### config.mk
export PLATFORM = sky130hd
export DESIGN_NAME = mem_arbiter
export DESIGN_NICKNAME = d
export VERILOG_FILES = /design/src/rtl/mem_arb_pkg.sv /design/src/rtl/mem_arb_prio.sv /design/src/rtl/mem_arbiter.sv
export SDC_FILE = /design/constraint.sdc
export NUM_CORES = 1
export LEC_CHECK = 0
export CORE_MARGIN = 1
export CORE_UTILIZATION = 20
export CTS_CLUSTER_SIZE = 40
export DETAILED_ROUTE_END_ITERATION = 16
export PLACE_DENSITY = 0.78
export SETUP_SLACK_MARGIN = 0.05
export SYNTH_ARGS = -nofsm -noshare
export SYNTH_HDL_FRONTEND = slang
export SYNTH_HIERARCHICAL = 1
export SYNTH_SLANG_ARGS = --single-unit
### constraint.sdc
create_clock -name clk -period 1.6 [get_ports clk]
set_input_delay 0.4 -clock clk [delete_from_list [all_inputs] [get_ports clk]]
set_output_delay 0.4 -clock clk [all_outputs]
set_load 0.01 [all_outputs]
### src/rtl/mem_arb_pkg.sv
// Shared types and default widths for the program/data memory arbiter.
// Build option: MEM_ARB_CONFLICT_CNT_EN enables the request conflict counter in mem_arbiter.
package mem_arb_pkg;

  localparam int ADDR_W_DEF = 8;
  localparam int DATA_W_DEF = 16;

  typedef enum logic {
    ARB_IDLE = 1'b0,
    ARB_BUSY = 1'b1
  } arb_state_e;

  typedef enum logic {
    OWN_IF = 1'b0,
    OWN_D  = 1'b1
  } owner_e;

endpackage

### src/rtl/mem_arb_prio.sv
// Priority select between fetch and data ports with a starvation counter
// that hands the memory to fetch after MAX_WAIT consecutive data wins.
module mem_arb_prio
  import mem_arb_pkg::*;
#(
  parameter int MAX_WAIT = 3
) (
  input  logic clk,
  input  logic notrst,
  input  logic if_req,
  input  logic d_req,
  input  logic free,
  output logic sel_if,
  output logic sel_d
);

  localparam int WW = $clog2(MAX_WAIT + 1);

  logic [WW-1:0] wait_q, wait_d;
  logic          starved;

  // Data normally wins; a fetch that has been passed over MAX_WAIT times takes the slot.
  always_comb begin
    starved = (wait_q == WW'(MAX_WAIT));
    sel_d   = free & d_req & ~(if_req & starved);
    sel_if  = free & if_req & ~sel_d;
    wait_d  = wait_q;
    if (!if_req || sel_if) begin
      wait_d = '0;
    end else if (sel_d && !starved) begin
      wait_d = wait_q + WW'(1);
    end
  end

  always_ff @(posedge clk or negedge notrst) begin
    if (!notrst) begin
      wait_q <= '0;
    end else begin
      wait_q <= wait_d;
    end
  end

endmodule

### src/rtl/mem_arbiter.sv
// Shares the single-port program/data memory between instruction fetch and data accesses.
// Build option: define MEM_ARB_CONFLICT_CNT_EN to count free cycles with both ports requesting.
module mem_arbiter
  import mem_arb_pkg::*;
#(
  parameter int ADDR_W   = ADDR_W_DEF,
  parameter int DATA_W   = DATA_W_DEF,
  parameter int MEM_LAT  = 1,
  parameter int MAX_WAIT = 3
) (
  input  logic              clk,
  input  logic              notrst,
  input  logic              if_req,
  input  logic [ADDR_W-1:0] if_addr,
  output logic              if_gnt,
  output logic              if_valid,
  input  logic              d_req,
  input  logic              d_we,
  input  logic [ADDR_W-1:0] d_addr,
  input  logic [DATA_W-1:0] d_wdata,
  output logic              d_gnt,
  output logic              d_valid,
  output logic              mem_en,
  output logic              mem_we,
  output logic [ADDR_W-1:0] mem_addr,
  output logic [DATA_W-1:0] mem_wdata,
  input  logic [DATA_W-1:0] mem_rdata,
  output logic [15:0]       conflict_cnt
);

  localparam int BW = (MEM_LAT > 1) ? $clog2(MEM_LAT + 1) : 1;

  arb_state_e    state_q, state_d;
  logic [BW-1:0] busy_q, busy_d;
  owner_e        owner_q, owner_d;
  logic          last_cycle, free, sel_if, sel_d, issue;

  // The last latency cycle both completes the current access and may issue the next one.
  assign last_cycle = (state_q == ARB_BUSY) && (busy_q == BW'(1));
  assign free       = notrst && ((state_q == ARB_IDLE) || last_cycle);
  assign issue      = sel_if | sel_d;

  mem_arb_prio #(
    .MAX_WAIT(MAX_WAIT)
  ) u_prio (
    .clk   (clk),
    .notrst(notrst),
    .if_req(if_req),
    .d_req (d_req),
    .free  (free),
    .sel_if(sel_if),
    .sel_d (sel_d)
  );

  always_comb begin
    if_gnt    = sel_if;
    d_gnt     = sel_d;
    mem_en    = issue;
    mem_we    = sel_d & d_we;
    mem_addr  = sel_d ? d_addr : (sel_if ? if_addr : '0);
    mem_wdata = sel_d ? d_wdata : '0;
    if_valid  = last_cycle && (owner_q == OWN_IF);
    d_valid   = last_cycle && (owner_q == OWN_D);
  end

  always_comb begin
    state_d = state_q;
    busy_d  = busy_q;
    owner_d = owner_q;
    if (issue) begin
      state_d = ARB_BUSY;
      busy_d  = BW'(MEM_LAT);
      owner_d = sel_d ? OWN_D : OWN_IF;
    end else if (state_q == ARB_BUSY) begin
      if (last_cycle) begin
        state_d = ARB_IDLE;
        busy_d  = '0;
      end else begin
        busy_d = busy_q - BW'(1);
      end
    end
  end

  always_ff @(posedge clk or negedge notrst) begin
    if (!notrst) begin
      state_q <= ARB_IDLE;
      busy_q  <= '0;
      owner_q <= OWN_IF;
    end else begin
      state_q <= state_d;
      busy_q  <= busy_d;
      owner_q <= owner_d;
    end
  end

`ifdef MEM_ARB_CONFLICT_CNT_EN
  logic [15:0] conflict_q, conflict_d;

  always_comb begin
    conflict_d = conflict_q;
    if (free && if_req && d_req && (conflict_q != 16'hffff)) begin
      conflict_d = conflict_q + 16'd1;
    end
  end

  always_ff @(posedge clk or negedge notrst) begin
    if (!notrst) begin
      conflict_q <= '0;
    end else begin
      conflict_q <= conflict_d;
    end
  end

  assign conflict_cnt = conflict_q;
`else
  assign conflict_cnt = '0;
`endif

endmodule

==> results.toml <==
[route]
routed-via-count = 830
avgRoutedWirePerCell_um = 13.9
drt_iter0_markers = 43
ant_nets = 0
drtPass1Iterations = 10
vias_per_cell = 4.15
wirelength_um = 2770
drc = 9

[yosys]
synth_cell_types = 24
async_flop_share_pct = 100
ys.flop_type = "dfrtp_1"
yosysWarnings = 6
ys_seq_area_share_pct = 20.2
ys_ff_latch = 5
mappedNetlistArea_um2 = 618
syn_inst = 76
synth_enable_flop_cells = 0
avgSynthCellArea_um2 = 8.13

[power]
p_int_mw = 0.689
p_leak_nw = 0.781
p_sw_mw = 0.346
power_density_mw_per_mm2 = 664
seqPwrFrac_pct = 17.8
vdd_ir_drop_max_mv = 0.270
combPwrFrac_pct = 67.7
swShare_pct = 33.4
total_power_mw = 1.04
p_clk_share_pct = 14.5

[grt]
grt_max_degree = 7
grt-ovfl-total = 0
grt_pass1_wl_um = 4040
grt_pass1_vias = 858
antenna_found_initial = 0
grt_usage_pct = 16.5

[sta]
hold_viol = 0
setup_tns_ns = -13.94
slew_violations = 0
holdWs_ns = 0.179
layout_setup_ws_ns = -0.581
grt_setup_unrepaired = "true"
fin_crit_sh_pct = 136
period_minus_slack_ns = 2.18
clock_skew_ns = 0.00518
setup_viol = 28
fmax_mhz = 458

[layout]
final_util_pct = 54.7
fin_area_mm2 = 0.00156
final_nets = 224
stdcell_count = 200
drive_gt1_share_pct = 50.3
diodes = 0
mostFrequentLayoutCell = "clkdlybuf4s50_1"
synthToLayoutAreaGrowth_pct = 152
layout_common_cells = "clkdlybuf4s50_1, buf_6, and2_4"

[clock_tree]
cts_tree = "done"
hold_buffers = 0
clk_latency_ns = 0.25
cts.sinks = 5
cts_made_buffers = 3
cts_root_buf = "clkbuf_4"
cts-htree-levels = 1
clkTransAtPathRegs_ns = 0.05
cts_max_path_buffers = 2

[placement]
dpl_cell_area_mm2 = 0.00140
dp_hpwl_um = 2040
place_congestion = 0.691
dp_slack_ns = -1.07
dp_cells = 180
numPortBuffers = 66

[critical_path]
crit_arrival_ns = 1.78
worstSetupEndpointType = "output port"
critPathLaunchType = "register"
crit_type = "register to output port"
critPathMaxFanout = 5
cp_data_required_time_ns = 1.20

[floorplan]
ios = 99
die_w_um = 57.6
die_y_um = 57.6
start_util_pct = 21.7
coreArea_mm2 = 0.00285
num_rows = 19
dieArea_mm2 = 0.00332

[status]
status = "finished, violations left"
violations = "design-rule violations, negative setup slack"

[hold_path]
hp-class = "input port to asynchronous set/reset pin"

[flow_run]
maxCapViolCount = 0
-- kinds of logic (layout without fill, tap and decap cells) --
logic type,after synthesis,after routing,synth area share [%]
compound gates,13,13,16.6
fa+ha+maj,1,1,2.02
buf+inv,23,101,26.5
flops,5,5,20.2
other cells,1,16,0.607
simple gates,33,33,34.0
-- registers in the layout (all words and copies together) (netlist names) --
| name | flops |
|---|---|
| owner_q | 1 |
| busy_q | 1 |
| u_prio/wait_q | 2 |
| state_q | 1 |
-- Yosys cell counts, types with 2 or more instances --
cell type | n | share of area [%]
a22o_1 | 8 | 11
buf_4 | 16 | 19
and2_2 | 2 | 2.4
dfrtp_1 | 5 | 20
a21oi_1 | 2 | 1.6
nand2b_1 | 3 | 3.0
nor2_1 | 2 | 1.2
nand2_1 | 4 | 2.4
inv_1 | 3 | 1.8
buf_6 | 2 | 3.6
and2_1 | 16 | 16
-- worst paths after layout --
path	start	endpoint	slack [ns]	cells past startpoint
setup / recovery	busy_q	mem_addr[7]	-0.58	9
hold / removal	notrst	owner_q	0.18	2
setup reg to reg	busy_q	busy_q	0.12	9
hold reg to reg	owner_q	owner_q	0.52	1
max in group asynchronous	notrst	u_prio/wait_q[1]	1.31	2
min in group clk	owner_q	owner_q	0.52	1
-- power groups by stage --
stage	combinational, mW	clock, mW	sequential [mW]
2_1_floorplan	0.302	0	0.187
3_3_place_gp	0.611	0	0.183
3_5_place_dp	0.625	0	0.186
4_1_cts	0.680	0.155	0.185
5_1_grt	0.750	0.169	0.189
6_report	0.701	0.150	0.185
-- repair_timing --
| action | in CTS | in global routing |
|---|---|---|
| resized for setup | 133 | 7 |
| buffers inserted | 13 | 2 |
| endpoints found under the setup margin | 32 | 30 |
| gates cloned | 1 | 0 |
| pin swaps | 6 | 3 |
-- worst max-delay path: stages (launching register included) --
cell      delay (ns)
dfrtp_1         0.38
nand2b_4        0.14
and2_4          0.17
nand2_4         0.06
a21oi_4         0.04
buf_12          0.14
buf_8           0.12
buf_6           0.11
a22o_1          0.22
buf_2           0.15
-- layout make-up --
class	count	area [µm²]
sequential	5	125
multi-input combinational	63	472
timing repair buffer	94	887
tap	31	38.8
clock buffer	4	26.3
inverter	3	11.3
fill	263	1290
-- routing by layer --
| layer | GRT usage (%) | share of wire (%) |
|---|---|---|
| met1 | 14.1 | 30 |
| met2 | 36.0 | 59 |
| met3 | 2.72 | 10 |
| met4 | 6.27 | 0.87 |
| met5 | 0 | 0 |
(Power assumes the default switching activity.)
